**config.mk**
```make
export PLATFORM = sky130hd
export DESIGN_NAME = hyper_read_burst_ctrl
export DESIGN_NICKNAME = d
export VERILOG_FILES = /design/src/rtl/hyper_read_burst_ctrl.sv
export SDC_FILE = /design/constraint.sdc
export NUM_CORES = 1
export LEC_CHECK = 0
export BUFFER_PORTS_ARGS = -buffer_cell sky130_fd_sc_hd__buf_2
export CORE_MARGIN = 5
export CORE_UTILIZATION = 30
export DETAILED_ROUTE_END_ITERATION = 10
export SKIP_LAST_GASP = 1
export SYNTH_ARGS = -nofsm -noshare
export SYNTH_HDL_FRONTEND = slang
export SYNTH_SLANG_ARGS = --single-unit
export TNS_END_PERCENT = 10
```
**constraint.sdc**
```tcl
create_clock -name clk0 -period 2.5 [get_ports clk0]
set_input_delay 0.125 -clock clk0 [delete_from_list [all_inputs] [get_ports clk0]]
set_output_delay 0.125 -clock clk0 [all_outputs]
set_load 0.03 [all_outputs]
```
**src/rtl/hyper_read_burst_ctrl.sv**
```systemverilog
// Sequences one HyperBus read burst: latency wait, capture enable, FIFO pop and forward to uDMA RX.
// Latency: READ entered latency_i cycles after start; data path FIFO->RX is combinational; done_o one cycle after last pop.
// Backpressure: fifo_ready_o follows rx_ready_i while reading, so RX stalls hold data in the capture FIFO.
// Optional RWDS-stall timeout enabled by defining HYPER_RD_TIMEOUT_EN.
module hyper_read_burst_ctrl #(
  parameter int LEN_W = 16,
  parameter int TO_W  = 16
) (
  input  logic             clk0,
  input  logic             rst_ni,
  input  logic             start_i,
  input  logic [LEN_W-1:0] burst_len_i,
  input  logic [7:0]       latency_i,
  input  logic [TO_W-1:0]  timeout_i,
  input  logic             abort_i,
  output logic             read_clk_en_o,
  input  logic             fifo_valid_i,
  input  logic [31:0]      fifo_data_i,
  output logic             fifo_ready_o,
  output logic             rx_valid_o,
  output logic [31:0]      rx_data_o,
  input  logic             rx_ready_i,
  output logic             busy_o,
  output logic             done_o,
  output logic             error_o
);

  typedef enum logic [1:0] {
    IDLE     = 2'd0,
    WAIT_LAT = 2'd1,
    READ     = 2'd2,
    FINISH   = 2'd3
  } state_t;

  state_t           state_q, state_d;
  logic [7:0]       lat_cnt_q, lat_cnt_d;
  logic [LEN_W-1:0] cnt_q, cnt_d;
  logic [LEN_W-1:0] len_q, len_d;
  logic             err_q, err_d;
  logic             timeout_hit;

`ifdef HYPER_RD_TIMEOUT_EN
  logic [TO_W-1:0] to_cnt_q;

  // Stall counter: zero outside READ (so it is clear on entry) and on every valid beat.
  always_ff @(posedge clk0) begin
    if (!rst_ni) begin
      to_cnt_q <= '0;
    end else if (state_q != READ || fifo_valid_i) begin
      to_cnt_q <= '0;
    end else begin
      to_cnt_q <= to_cnt_q + TO_W'(1);
    end
  end

  assign timeout_hit = (state_q == READ) && !fifo_valid_i &&
                       (timeout_i != '0) && (to_cnt_q == timeout_i);
`else
  logic unused_timeout;
  assign unused_timeout = ^timeout_i;
  assign timeout_hit    = 1'b0;
`endif

  // State and burst bookkeeping registers.
  always_ff @(posedge clk0) begin
    if (!rst_ni) begin
      state_q   <= IDLE;
      lat_cnt_q <= '0;
      cnt_q     <= '0;
      len_q     <= '0;
      err_q     <= 1'b0;
    end else begin
      state_q   <= state_d;
      lat_cnt_q <= lat_cnt_d;
      cnt_q     <= cnt_d;
      len_q     <= len_d;
      err_q     <= err_d;
    end
  end

  // Next-state and outputs; abort masks the data handshake so no beat is lost in that cycle.
  always_comb begin
    state_d       = state_q;
    lat_cnt_d     = lat_cnt_q;
    cnt_d         = cnt_q;
    len_d         = len_q;
    err_d         = err_q;
    read_clk_en_o = 1'b0;
    fifo_ready_o  = 1'b0;
    rx_valid_o    = 1'b0;
    rx_data_o     = '0;
    busy_o        = (state_q != IDLE);
    done_o        = 1'b0;
    error_o       = 1'b0;

    case (state_q)
      IDLE: begin
        if (start_i) begin
          len_d     = burst_len_i;
          lat_cnt_d = latency_i;
          cnt_d     = '0;
          err_d     = 1'b0;
          if (burst_len_i == '0) begin
            state_d = FINISH;
          end else if (latency_i == 8'd0) begin
            state_d = READ;
          end else begin
            state_d = WAIT_LAT;
          end
        end
      end

      WAIT_LAT: begin
        if (abort_i) begin
          state_d = FINISH;
        end else if (lat_cnt_q == 8'd1) begin
          state_d = READ;
        end else begin
          lat_cnt_d = lat_cnt_q - 8'd1;
        end
      end

      READ: begin
        // Capture clock stays on through the final pop since it also clocks the FIFO read side.
        read_clk_en_o = 1'b1;
        rx_data_o     = fifo_data_i;
        if (abort_i) begin
          state_d = FINISH;
        end else begin
          rx_valid_o   = fifo_valid_i;
          fifo_ready_o = rx_ready_i;
          if (fifo_valid_i && rx_ready_i) begin
            cnt_d = cnt_q + LEN_W'(1);
            if (cnt_q == len_q - LEN_W'(1)) begin
              state_d = FINISH;
            end
          end else if (timeout_hit) begin
            err_d   = 1'b1;
            state_d = FINISH;
          end
        end
      end

      FINISH: begin
        done_o  = 1'b1;
        error_o = err_q;
        state_d = IDLE;
      end

      default: state_d = IDLE;
    endcase
  end

endmodule

```
# [Yosys cells after proc, flatten, opt, wreduce, memory -nomap -nowiden]
# Index checks and enable logic that the tools add are counted.
[classes] muxes=24 n_reduce_logical=11 addsub=3 n_eq_ne=13
[ops] cell="16-bit two-way mux" n=3
[ops] cell="32-bit two-way mux" n=1
[ops] cell="16-bit one-hot mux with 2 select lines" n=1
[ops] cell="8-bit two-way mux" n=3
[ops] cell="16-bit by 1-bit adder with 16-bit output, second input constant" n=1
[ops] cell="16-bit equality test" n=1
[ops] cell="16-bit zero test" n=1
[ops] cell="2-bit two-way mux" n=8
[ops] cell="8-bit one-hot mux with 2 select lines" n=1
[ops] cell="16-bit by 1-bit subtractor with 16-bit output, second input constant" n=1
[ops] cell="4-bit AND reduction" n=3
[ops] cell="2-bit != test, second input constant" n=5
[ops] cell="3-bit != test, second input constant" n=3
[ops] cell="8-bit by 1-bit equality test with 1-bit output, second input constant" n=1
[ops] cell="8-bit zero test" n=1
[ops] cell="2-bit one-hot mux with 4 select lines" n=1
[ops] cell="8-bit by 1-bit subtractor with 8-bit output, second input constant" n=1
[ops] cell="1-bit two-way mux" n=6
[ops] cell="2-bit nonzero test" n=3
[ops] cell="2-bit equality test, second input constant" n=2
[ops] cell="2-bit by 1-bit equality test with 1-bit output, second input constant" n=1
[ops] cell="2-bit zero test" n=1
[ops] cell="2-bit AND reduction" n=1
[ops] cell="1-bit logical AND" n=1
[totals] elab_cells=55 inputBits=78 reg_bits=42

# [Longest topological paths before layout]
# Gate-level depths: netlist (run 1).
[logic_depth] depth_word=6 depth_mapped=10

# [Worst setup path before layout (run 1)]
# No wires, ideal clock.
[synth_timing] kind="register -> register" startpoint="reg state_q[0]" endpoint="reg state_q[1]" setup_time_ps=122 path_stages_with_launch=10 path_slack_ps=193 n_path_buf=1 required_time_ps=2378 period_less_slack_ps=2307 arrival_ps=2185 path_cell_list="dfxtp_1 -> inv_1 -> ha_1 -> clkbuf_1 -> nor2b_1 -> nor4_1 -> o2111ai_1 -> or4_1 -> o31a_1 -> mux2i_1"
[synth_via] elab_chain_cells=3 word_cells_on_any_way=10 classes_between="eq/ne: 7; mux: 1; reduce/logical: 2"
[synth_rtl] item="from (decl)" line_no="35" rtl="state_t state_q, state_d;"
[synth_rtl] item="from (signal assigned)" line_no="73" rtl="state_q <= state_d;"
[synth_rtl] item="2-bit equality test, or another cell as far along" line_no="96" rtl="case (state_q)"
[synth_rtl] item="3-bit != test (no source line) or 2-bit != test (tied branches)"
[synth_rtl] item="4-bit AND reduction (no source line)"
# Parallel ways exist; a longest one is shown, timed or not.
# A chain may end at the register's enable or synchronous reset.

# [Worst setup path after layout (run 1)]
[layout_timing] startpoint="reg len_q[0]" endpoint="reg state_q[0]"
[layout_via] elab_chain_cells=4
[layout_rtl] item="from (decl)" line_no="38" rtl="logic [LEN_W-1:0] len_q, len_d;"
[layout_rtl] item="from (signal assigned)" line_no="76" rtl="len_q <= len_d;"
[layout_rtl] item="16-bit by 1-bit subtractor with 16-bit output" line_no="134" rtl="if (cnt_q == len_q - LEN_W'(1)) begin"
[layout_rtl] item="16-bit equality test" line_no="134"
[layout_rtl] item="3-bit != test (no source line)"
[layout_rtl] item="4-bit AND reduction (no source line)"
# No other way between the ends.

==> results of run 1 <==
## sequential cells by signal, summed over array words and instances, names as in the netlist
register and flops:
len_q 16, lat_cnt_q 8, state_q 2, cnt_q 16
## power groups by stage
stage / registers, uW / logic [uW] / clock network [uW]
floorplan: 898 / 1400 / 0
global placement: 943 / 1800 / 0
detailed placement: 949 / 1820 / 0
CTS: 935 / 1820 / 547
global route: 967 / 2060 / 569
finish: 943 / 1840 / 531
## timing repair
action | in CTS | in global routing
buffers inserted | 0 | 1
setup endpoints to repair | 2 | 2
gates resized for setup | 1 | 7
pin swaps | 0 | 5
## cells by family after synthesis
kind of cell	Yosys count	synth area share [%]
compound gates	67	14.60
flops	42	29.29
mux	7	2.528
fa+ha+maj	8	3.487
xor+xnor	31	9.459
other cells	1	0.1307
buf+inv	34	4.664
simple gates	198	35.83
## cells in the final DEF, fill, tap and decap left out, types with 12 or more instances in the layout
| cell | Yosys | layout |
|---|---|---|
| sky130_fd_sc_hd__a21oi_1 | 33 | 33 |
| sky130_fd_sc_hd__and2_1 | 37 | 37 |
| sky130_fd_sc_hd__buf_2 | 2 | 98 |
| sky130_fd_sc_hd__dfxtp_1 | 42 | 38 |
| sky130_fd_sc_hd__inv_1 | 12 | 12 |
| sky130_fd_sc_hd__nand2_1 | 56 | 56 |
| sky130_fd_sc_hd__nor2_1 | 34 | 34 |
| sky130_fd_sc_hd__o21ai_0 | 14 | 14 |
| sky130_fd_sc_hd__xnor2_1 | 17 | 17 |
| sky130_fd_sc_hd__xor2_1 | 14 | 14 |
## worst max-delay path by stage
stage	from	endpoint	slack, ps	depth (start not counted)
after floorplan	state_q[0]	state_q[1]	190	9
after global placement	len_q[0]	state_q[0]	90	8
after detailed placement	len_q[0]	state_q[0]	20	8
after CTS	state_q[0]	state_q[0]	50	8
after global routing	state_q[0]	state_q[1]	30	8
final	len_q[0]	state_q[0]	150	7
## routing by layer
metal	GRT usage, %	up-vias	wire length, um
li1	-	1521	-
met1	16.16	1309	3351
met2	23.18	76	3573
met3	2.100	9	371
met4	3.877	0	112
met5	0	-	0
## worst max-delay path: stages, from the launching register on
cell and delay, ps:
sky130_fd_sc_hd__dfxtp_4 370, sky130_fd_sc_hd__or2_4 280, sky130_fd_sc_hd__o41ai_4 220, sky130_fd_sc_hd__a21oi_1 100, sky130_fd_sc_hd__mux2_2 260, sky130_fd_sc_hd__or4_1 510
sky130_fd_sc_hd__o31a_1 350, sky130_fd_sc_hd__mux2i_1 140
## area by class of cell
type,instances,share of cell area (%)
multi-input cells,312,52.80
clock buffers,7,2.096
repair buffers,107,15.32
well taps,129,4.431
inverters,12,1.237
clock inverters,1,0.8245
flip-flops and latches,42,23.29
## Yosys cell counts (8+ instances only)
library cell	instances
sky130_fd_sc_hd__nor4_1	12
sky130_fd_sc_hd__nand4_1	9
sky130_fd_sc_hd__dfxtp_1	42
sky130_fd_sc_hd__inv_1	12
sky130_fd_sc_hd__xnor2_1	17
sky130_fd_sc_hd__o21ai_0	14
sky130_fd_sc_hd__nor3_1	8
sky130_fd_sc_hd__and2_1	37
sky130_fd_sc_hd__xor2_1	14
sky130_fd_sc_hd__a21oi_1	33
sky130_fd_sc_hd__nor2_1	34
sky130_fd_sc_hd__ha_1	8
sky130_fd_sc_hd__nand2_1	56
sky130_fd_sc_hd__nand3_1	10
sky130_fd_sc_hd__clkbuf_1	19
sky130_fd_sc_hd__nor2b_1	8
## through the flow
step                      area [um2]  hold WS (ps)  util (%)  total power, uW
after floorplan                 2870         261.0         -             2303
after global placement          3493         378.0     37.63             2742
after detailed placement        3493         386.2     37.63             2766
after CTS                       3601         67.40     38.79             3305
after global routing            3642         67.47     39.23             3593
final                           3642         73.47     39.23             3313
==> tab_implementation.tex, run 1 <==
\begin{tabular}{lr}
\hline
Metric & Value \\
\hline
\multicolumn{2}{l}{\textbf{Yosys}} \\
Share of flip-flops with an asynchronous set or reset after synthesis & 0\% \\
Syn nets & 474 \\
Number of unique standard cell types used by synthesis & 48 \\
Leading post-synthesis cells by cell area & sky130\_fd\_sc\_hd\_\_dfxtp\_1, sky130\_fd\_sc\_hd\_\_and2\_1, sky130\_fd\_sc\_hd\_\_nand2\_1, sky130\_fd\_sc\_hd\_\_a21oi\_1, sky130\_fd\_sc\_hd\_\_xnor2\_1 \\
Mean instance size in the synthesized netlist & 7.398 um2 \\
Part of the Yosys area used for sequential elements & 29.29\% \\
Post-synth EDFFs & 0 \\
Dominant register cell in the synthesized netlist & sky130\_fd\_sc\_hd\_\_dfxtp\_1 \\
Cell accounting for the most synthesized area & sky130\_fd\_sc\_hd\_\_dfxtp\_1 \\
Netlist area before placement & 0.002870 mm2 \\
Count of warnings emitted by yosys & 0 \\
Yosys top cell area share & 29.29\% \\
FF+latch count, synth & 42 \\
Synth Instances & 388 \\
\multicolumn{2}{l}{\textbf{Clock tree}} \\
Clock tree from TritonCTS & yes \\
\# clock sinks & 42 \\
Cts hold-fix bufs & 0 \\
Number of buffers added by the clock tree synthesis step & 5 \\
Number of H-tree levels & 2 \\
Number of buffers on the longest clock path & 2 \\
Insertion delay to the later sink of the worst-skew pair & 290 ps \\
Clk pin slew, worst setup/hold paths & 80 ps \\
Root buf cell & sky130\_fd\_sc\_hd\_\_clkbuf\_8 \\
\multicolumn{2}{l}{\textbf{Global routing}} \\
Vias in the first global route & 2787 \\
First-pass GRT wire length & 12650 um \\
All-layer global routing usage & 13.08\% \\
Antenna violations before repair & 0 \\
Largest net degree at the start of global routing & 37 \\
Grt total ovfl & 0 \\
\multicolumn{2}{l}{\textbf{Pwr}} \\
Combinational share of power & 55.5\% \\
Ratio of total power to cell area & 909.7 mW/mm2 \\
Share of power burned in the clock network & 16.0\% \\
Peak supply drop & 0.4855 mV \\
Switching Power & 1482 uW \\
Net switching fraction of the power & 44.74\% \\
Leakage dissipation & 0.001579 uW \\
Int Pwr & 1831 uW \\
Part of the total power dissipated in sequential elements & 28.5\% \\
\multicolumn{2}{l}{\textbf{Floorplanning}} \\
Total Die Area & 0.01162 mm2 \\
Width of the die & 107.8 um \\
Die span in y & 107.8 um \\
Number of ports placed on the die boundary & 116 \\
FP Rows & 35 \\
Initial standard-cell utilization of the core & 30.92\% \\
Core Footprint & 0.009284 mm2 \\
\multicolumn{2}{l}{\textbf{Finish}} \\
Combined flip-flop and latch cell area & 848.3 um2 \\
Area taken by multi-input logic gates & 0.001923 mm2 \\
Filler Cells Inserted & 963 \\
Number of non-filler instances in the completed layout & 610 \\
Final Net Count & 566 \\
Signed area change from the synthesized netlist to the final layout & 26.90\% \\
Antenna diodes & 0 \\
Share of cells above drive strength 1 & 26.61\% \\
\multicolumn{2}{l}{\textbf{Timing}} \\
Setup violations, final & 0 \\
Setup repair after global routing missed its margin & no \\
Final total negative setup slack & 0 ps \\
Number of max-slew violations in the final report & 0 \\
Hold violation count in the final report & 0 \\
Part of the cycle the worst path needs & 93.84\% \\
Least-Margin Pin Slew & 717.2 ps \\
Highest clock rate & 426.2 MHz \\
Relative slew margins & 51.74\% \\
Setup WS post-layout & 154.0 ps \\
Min Clock Period, post-route & 2346 ps \\
Clock Skew & 5.476 ps \\
\multicolumn{2}{l}{\textbf{Setup path}} \\
Critical path class & register to register \\
Startpoint Class & register \\
R2R Setup Slk & 150 ps \\
R2R cell count & 7 \\
Worst Path Arrival & 2530 ps \\
Worst Path Max Fanout & 7 \\
Endpoint of the worst-slack reg-to-reg timing path & state\_q[0] \\
Critical path capture point type & register \\
Required time of the worst setup path & 2680 ps \\
Start of the worst register-to-register path & len\_q[0] \\
\multicolumn{2}{l}{\textbf{Place}} \\
Cell Count Post-Placement & 601 \\
Final estimated routing congestion in global placement & 0.8147 \\
Total half-perimeter wirelength after legalization and detailed placement & 5870 um \\
Number of input and output port buffers inserted & 98 \\
Post-Place Setup Slack & 20.56 ps \\
\multicolumn{2}{l}{\textbf{Detailed routing}} \\
Number of vias per cell & 4.779 \\
Iteration-0 DRC Markers & 126 \\
DRC Markers & 0 \\
Routed WL & 7408 um \\
Wire length per cell after detailed routing & 12.14 um \\
Detailed-route via count & 2915 \\
Remaining antenna violation count after routing & 0 \\
Pre-Repair DR Iteration Count & 4 \\
\multicolumn{2}{l}{\textbf{Run}} \\
Reported max-cap violation count & 0 \\
\multicolumn{2}{l}{\textbf{Hold path}} \\
Kind of path behind the tightest hold check & input pin to register \\
Critical hold path startpoint & burst\_len\_i[6] \\
Worst hold endpoint & len\_q[6] \\
Worst hold path stage count & 3 \\
\multicolumn{2}{l}{\textbf{Status}} \\
Result of the run & complete, no violations \\
\hline
\end{tabular}
Power figures use the tool's default switching activity.
==> run 2: changes to the inputs <==
--- a/config.mk
+++ b/config.mk
@@ -5,7 +5,7 @@
 export SDC_FILE = /design/constraint.sdc
 export NUM_CORES = 1
 export LEC_CHECK = 0
-export BUFFER_PORTS_ARGS = -buffer_cell sky130_fd_sc_hd__buf_2
+export BUFFER_PORTS_ARGS = -buffer_cell sky130_fd_sc_hd__buf_4
 export CORE_MARGIN = 5
 export CORE_UTILIZATION = 30
 export DETAILED_ROUTE_END_ITERATION = 10
==> run 2 against run 1 <==
Effect of this change: cell area up 6.8%; clock skew up 0.50 ps; fmax down 0.10%; clock power up 2%; via count up 0.41%; highest routed layer unchanged.
==> tab_implementation.tex, run 2 (synthesis results as in run 1) <==
\begin{tabular}{lr}
\hline
Metric & Value \\
\hline
\multicolumn{2}{l}{\textbf{Clock tree}} \\
Number of buffers on the longest clock path & 2 \\
\# clock sinks & 42 \\
Number of buffers added by the clock tree synthesis step & 5 \\
Insertion delay to the later sink of the worst-skew pair & 300 ps \\
Clk pin slew, worst setup/hold paths & 80 ps \\
Clock tree from TritonCTS & yes \\
Root buf cell & sky130\_fd\_sc\_hd\_\_clkbuf\_8 \\
Number of H-tree levels & 2 \\
Cts hold-fix bufs & 0 \\
\multicolumn{2}{l}{\textbf{Detailed routing}} \\
Number of vias per cell & 4.783 \\
Wire length per cell after detailed routing & 12.90 um \\
Iteration-0 DRC Markers & 121 \\
Pre-Repair DR Iteration Count & 4 \\
Routed WL & 7892 um \\
Detailed-route via count & 2927 \\
Remaining antenna violation count after routing & 0 \\
DRC Markers & 0 \\
\multicolumn{2}{l}{\textbf{Finish}} \\
Commonest cells after routing, fill and taps aside & sky130\_fd\_sc\_hd\_\_buf\_4, sky130\_fd\_sc\_hd\_\_nand2\_1, sky130\_fd\_sc\_hd\_\_dfxtp\_1 \\
Share of cells above drive strength 1 & 26.50\% \\
Largest registers & cnt\_q (16), len\_q (16), lat\_cnt\_q (8) \\
Antenna diodes & 0 \\
Final Net Count & 568 \\
Number of non-filler instances in the completed layout & 612 \\
Filler Cells Inserted & 988 \\
Leading cell type in the layout, fill and taps excluded & sky130\_fd\_sc\_hd\_\_buf\_4 \\
Signed area change from the synthesized netlist to the final layout & 35.48\% \\
\multicolumn{2}{l}{\textbf{Setup path}} \\
Worst path cell trace & nor3\_1 -> nand2\_1 -> a21boi\_0 -> o2111ai\_1 -> or4\_1 -> o31a\_1 -> mux2i\_1 \\
Worst Path Arrival & 2540 ps \\
Stage delay of the slowest cell on the critical path & 530 ps \\
Required time of the worst setup path & 2690 ps \\
Critical path capture point type & register \\
Worst Path Max Fanout & 5 \\
Critical path class & register to register \\
Cell with the largest stage delay on the worst path & sky130\_fd\_sc\_hd\_\_or4\_1 \\
Critical path buffers and inverters & 0 \\
Startpoint Class & register \\
Family of cells with the greatest summed delay on the critical path & simple AND/OR/NAND/NOR gates \\
\multicolumn{2}{l}{\textbf{Global routing}} \\
Met3 Track Usage GR & 2.040\% \\
First-pass GRT wire length & 12830 um \\
Most heavily used metal layer in global routing & met2 \\
Largest net degree at the start of global routing & 26 \\
Vias in the first global route & 2831 \\
Antenna violations before repair & 0 \\
Met1 Resource Use GR & 16.40\% \\
Grt met2 use & 24.29\% \\
All-layer global routing usage & 13.39\% \\
Grt total ovfl & 0 \\
\multicolumn{2}{l}{\textbf{Floorplanning}} \\
FP Rows & 35 \\
Number of ports placed on the die boundary & 116 \\
Die span in y & 107.8 um \\
Width of the die & 107.8 um \\
Core Footprint & 0.009284 mm2 \\
Initial standard-cell utilization of the core & 30.92\% \\
Total Die Area & 0.01162 mm2 \\
\multicolumn{2}{l}{\textbf{Pwr}} \\
Peak supply drop & 0.6216 mV \\
Tot Pwr & 3448 uW \\
Ratio of total power to cell area & 886.6 mW/mm2 \\
Leakage dissipation & 0.001637 uW \\
\multicolumn{2}{l}{\textbf{Run}} \\
Reported max-cap violation count & 0 \\
\multicolumn{2}{l}{\textbf{Place}} \\
Final estimated routing congestion in global placement & 0.8519 \\
Number of input and output port buffers inserted & 98 \\
Cell Count Post-Placement & 603 \\
Total half-perimeter wirelength after legalization and detailed placement & 6242 um \\
\multicolumn{2}{l}{\textbf{Timing}} \\
Hold Worst Slack & 75.87 ps \\
Setup repair after global routing missed its margin & no \\
Final total negative setup slack & 0 ps \\
Min Clock Period, post-route & 2349 ps \\
Highest clock rate & 425.8 MHz \\
Hold violation count in the final report & 0 \\
Setup violations, final & 0 \\
Least-Margin Pin Slew & 710.7 ps \\
Clock Skew & 5.979 ps \\
Number of max-slew violations in the final report & 0 \\
Relative slew margins & 52.57\% \\
Part of the cycle the worst path needs & 93.94\% \\
\multicolumn{2}{l}{\textbf{Hold path}} \\
Kind of path behind the tightest hold check & input pin to register \\
\multicolumn{2}{l}{\textbf{Status}} \\
Result of the run & complete, no violations \\
\hline
\end{tabular}
## run 2: final cells by class
| cell class | count | area (um2) | area share, % |
|---|---|---|---|
| tap | 129 | 161.4 | 4.151 |
| clock buffer | 6 | 72.57 | 1.866 |
| inverter | 12 | 45.04 | 1.158 |
| multi-input combinational | 312 | 1911 | 49.13 |
| sequential | 42 | 843.3 | 21.69 |
| timing repair buffer | 109 | 818.3 | 21.04 |
| clock inverter | 2 | 37.54 | 0.9653 |
## run 2: report_power, final
group	switching (uW)	internal, uW
clock network	244	298
logic	1130	832
registers	156	792
## run 2: metrics by stage
stage	instance area [um2]	util, %	setup slack (ps)
detailed placement	3754	40.43	105.6
global placement	3754	40.43	160.8
global route	3889	41.89	3.266
CTS	3864	41.62	92.85
finish	3889	41.89	151.5
floorplan	2870	-	193.3
## run 2: timing repair
action,4_1_cts,5_1_grt
endpoints found under the setup margin,0,2
buffers inserted,0,1
resized for setup,0,4
## run 2: per-layer routing
metal / routed length [um] / vias up
met4: 82 / 0
li1: - / 1514
met3: 291 / 7
met5: 0 / -
met1: 3552 / 1348
met2: 3966 / 58
## run 2: final timing paths
path	cells after the start	endpoint	slack, ps	start
setup reg to reg	7	state_q[0]	150	len_q[5]
hold reg to reg	2	lat_cnt_q[3]	500	lat_cnt_q[3]
setup / recovery	7	state_q[0]	150	len_q[5]
hold / removal	3	len_q[5]	80	burst_len_i[5]
## run 2: tightest hold or removal path: cells and delay by family
kind | cells | cell delay, ps
AOI/OAI and AO/OA | 1 | 50
and+or+nand+nor | 1 | 50
buffers and inverters | 1 | 110
==> run 3: changes to the inputs <==
==> constraint.sdc (replaced) <==
create_clock -name clk0 -period 2.5 [get_ports clk0]
set_input_delay 0 -clock clk0 [delete_from_list [all_inputs] [get_ports clk0]]
set_output_delay 0 -clock clk0 [all_outputs]
set_load 0.03 [all_outputs]
==> run 3 against run 2 <==
Effect of this change: clock power grew 2%; sequential cell count is the same; non-clock buffer count grew 16; utilization grew 1.9 points; combinational power is essentially flat; critical endpoint is now state_q[1]; largest cell class unchanged; highest routed layer unchanged.
==> tab_implementation.tex, run 3 (synthesis results as in run 1) <==
\begin{tabular}{lr}
\hline
Metric & Value \\
\hline
\multicolumn{2}{l}{\textbf{Timing}} \\
Relative slew margins & 52.38\% \\
Setup violations, final & 0 \\
Least-Margin Pin Slew & 707.8 ps \\
Hold Worst Slack & 73.73 ps \\
Hold violation count in the final report & 0 \\
Number of max-slew violations in the final report & 0 \\
Clock Skew & 8.659 ps \\
Min Clock Period, post-route & 2375 ps \\
Part of the cycle the worst path needs & 94.99\% \\
Highest clock rate & 421.1 MHz \\
\multicolumn{2}{l}{\textbf{Detailed routing}} \\
Remaining antenna violation count after routing & 0 \\
Wire length per cell after detailed routing & 12.74 um \\
Detailed-route via count & 2990 \\
Number of vias per cell & 4.769 \\
Pre-Repair DR Iteration Count & 4 \\
DRC Markers & 0 \\
Iteration-0 DRC Markers & 127 \\
Routed WL & 7987 um \\
\multicolumn{2}{l}{\textbf{Finish}} \\
Post-route design area & 0.004063 mm2 \\
Antenna diodes & 0 \\
Largest registers & cnt\_q (16), len\_q (16), lat\_cnt\_q (8) \\
Filler Cells Inserted & 944 \\
Leading cell type in the layout, fill and taps excluded & sky130\_fd\_sc\_hd\_\_buf\_4 \\
Commonest cells after routing, fill and taps aside & sky130\_fd\_sc\_hd\_\_buf\_4, sky130\_fd\_sc\_hd\_\_nand2\_1, sky130\_fd\_sc\_hd\_\_dfxtp\_1 \\
Combined flip-flop and latch cell area & 843.3 um2 \\
Share of cells above drive strength 1 & 25.90\% \\
Area taken by multi-input logic gates & 0.001919 mm2 \\
Final Net Count & 584 \\
Signed area change from the synthesized netlist to the final layout & 41.54\% \\
\multicolumn{2}{l}{\textbf{Global routing}} \\
Grt total ovfl & 0 \\
Met1 Resource Use GR & 16.82\% \\
All-layer global routing usage & 13.83\% \\
Largest net degree at the start of global routing & 36 \\
Met3 Track Usage GR & 2.160\% \\
Most heavily used metal layer in global routing & met2 \\
First-pass GRT wire length & 13320 um \\
Grt met2 use & 25.18\% \\
Vias in the first global route & 2827 \\
Antenna violations before repair & 0 \\
\multicolumn{2}{l}{\textbf{Setup path}} \\
Critical path class & register to register \\
Launching instance or port of the critical path & len\_q[2] \\
Worst Path Arrival & 2550 ps \\
R2R Setup Slk & 130 ps \\
R2R cell count & 7 \\
Startpoint Class & register \\
Endpoint of the worst-slack reg-to-reg timing path & state\_q[1] \\
Required time of the worst setup path & 2680 ps \\
Worst Path Max Fanout & 8 \\
Start of the worst register-to-register path & len\_q[2] \\
Critical path capture point type & register \\
\multicolumn{2}{l}{\textbf{Clock tree}} \\
Number of buffers on the longest clock path & 2 \\
Number of setup buffers added after CTS & 0 \\
Clock tree from TritonCTS & yes \\
Insertion delay to the later sink of the worst-skew pair & 300 ps \\
Number of H-tree levels & 2 \\
Clk pin slew, worst setup/hold paths & 80 ps \\
\# clock sinks & 42 \\
Root buf cell & sky130\_fd\_sc\_hd\_\_clkbuf\_8 \\
Number of buffers added by the clock tree synthesis step & 5 \\
\multicolumn{2}{l}{\textbf{Floorplanning}} \\
Die span in y & 107.8 um \\
Number of ports placed on the die boundary & 116 \\
Total Die Area & 0.01162 mm2 \\
FP Rows & 35 \\
Core Footprint & 0.009284 mm2 \\
Initial standard-cell utilization of the core & 30.92\% \\
Width of the die & 107.8 um \\
\multicolumn{2}{l}{\textbf{Place}} \\
Total half-perimeter wirelength after legalization and detailed placement & 6216 um \\
Final estimated routing congestion in global placement & 0.8192 \\
Number of input and output port buffers inserted & 98 \\
Placed Instance Area & 0.003754 mm2 \\
\multicolumn{2}{l}{\textbf{Pwr}} \\
Ratio of total power to cell area & 852.8 mW/mm2 \\
Leakage dissipation & 0.001711 uW \\
Peak supply drop & 0.5332 mV \\
\multicolumn{2}{l}{\textbf{Status}} \\
Result of the run & complete, no violations \\
\multicolumn{2}{l}{\textbf{Hold path}} \\
Kind of path behind the tightest hold check & input pin to register \\
Critical hold path startpoint & latency\_i[1] \\
Worst hold endpoint & lat\_cnt\_q[1] \\
Worst hold path stage count & 3 \\
\multicolumn{2}{l}{\textbf{Run}} \\
Reported max-cap violation count & 0 \\
\hline
\end{tabular}
[run 3: where the power goes]
part           leakage (uW)  internal, uW  total (uW)  switching (uW)
clock             0.0000573           320         553             233
sequential         0.000343           792         940             148
combinational       0.00131           845        1970            1130
total               0.00171          1960        3460            1510
[run 3: how the worst max path moves through the flow]
stage               cells after the start         end  slack, ps
finish                                  7  state_q[1]        130
global route                            7  state_q[0]        -70
CTS                                     8  state_q[1]         60
detailed placement                      8  state_q[1]         70
global placement                        8  state_q[0]        140
floorplan                               9  state_q[1]        190
[run 3: metal layers]
metal  vias up  routed length, um
met5         -                  0
met4         0                 87
met3         7                345
met2        71               4103
met1      1361               3451
li1       1551                  -
[run 3: worst max-delay path, cell delays in order (launching register included)]
cell	delay, ps
sky130_fd_sc_hd__dfxtp_1	430
sky130_fd_sc_hd__nor3_4	360
sky130_fd_sc_hd__nand2_1	150
sky130_fd_sc_hd__a21boi_0	220
sky130_fd_sc_hd__o2111ai_1	130
sky130_fd_sc_hd__or4_1	520
sky130_fd_sc_hd__o31a_1	300
sky130_fd_sc_hd__mux2i_1	140
[run 3: stage by stage]
| stage | utilization, % | setup WS, ps | std cells | TNS, ps | power (uW) |
|---|---|---|---|---|---|
| 2_1_floorplan | - | 193.3 | 388 | 0 | 2303 |
| 3_3_place_gp | 40.43 | 140.0 | 603 | 0 | 2862 |
| 3_5_place_dp | 40.43 | 67.22 | 603 | 0 | 2887 |
| 4_1_cts | 43.48 | 60.49 | 627 | 0 | 3469 |
| 5_1_grt | 43.76 | -66.11 | 627 | -111.6 | 3758 |
| 6_report | 43.76 | 125.3 | 627 | 0 | 3465 |
[run 3: final cells by class]
type | count | area share, %
Multi-Input combinational cell | 312 | 47.24
Timing Repair Buffer | 125 | 24.15
Sequential cell | 42 | 20.76
Tap cell | 129 | 3.973
Clock buffer | 6 | 2.033
Inverter | 12 | 1.109
Clock inverter | 1 | 0.7391
[run 3: repair_timing]
| action | 4_1_cts | 5_1_grt |
|---|---|---|
| setup endpoints to repair | 0 | 2 |
| gates resized for setup | 0 | 6 |
| hold buffers | 17 | 0 |
| endpoints found under the hold margin | 17 | 0 |
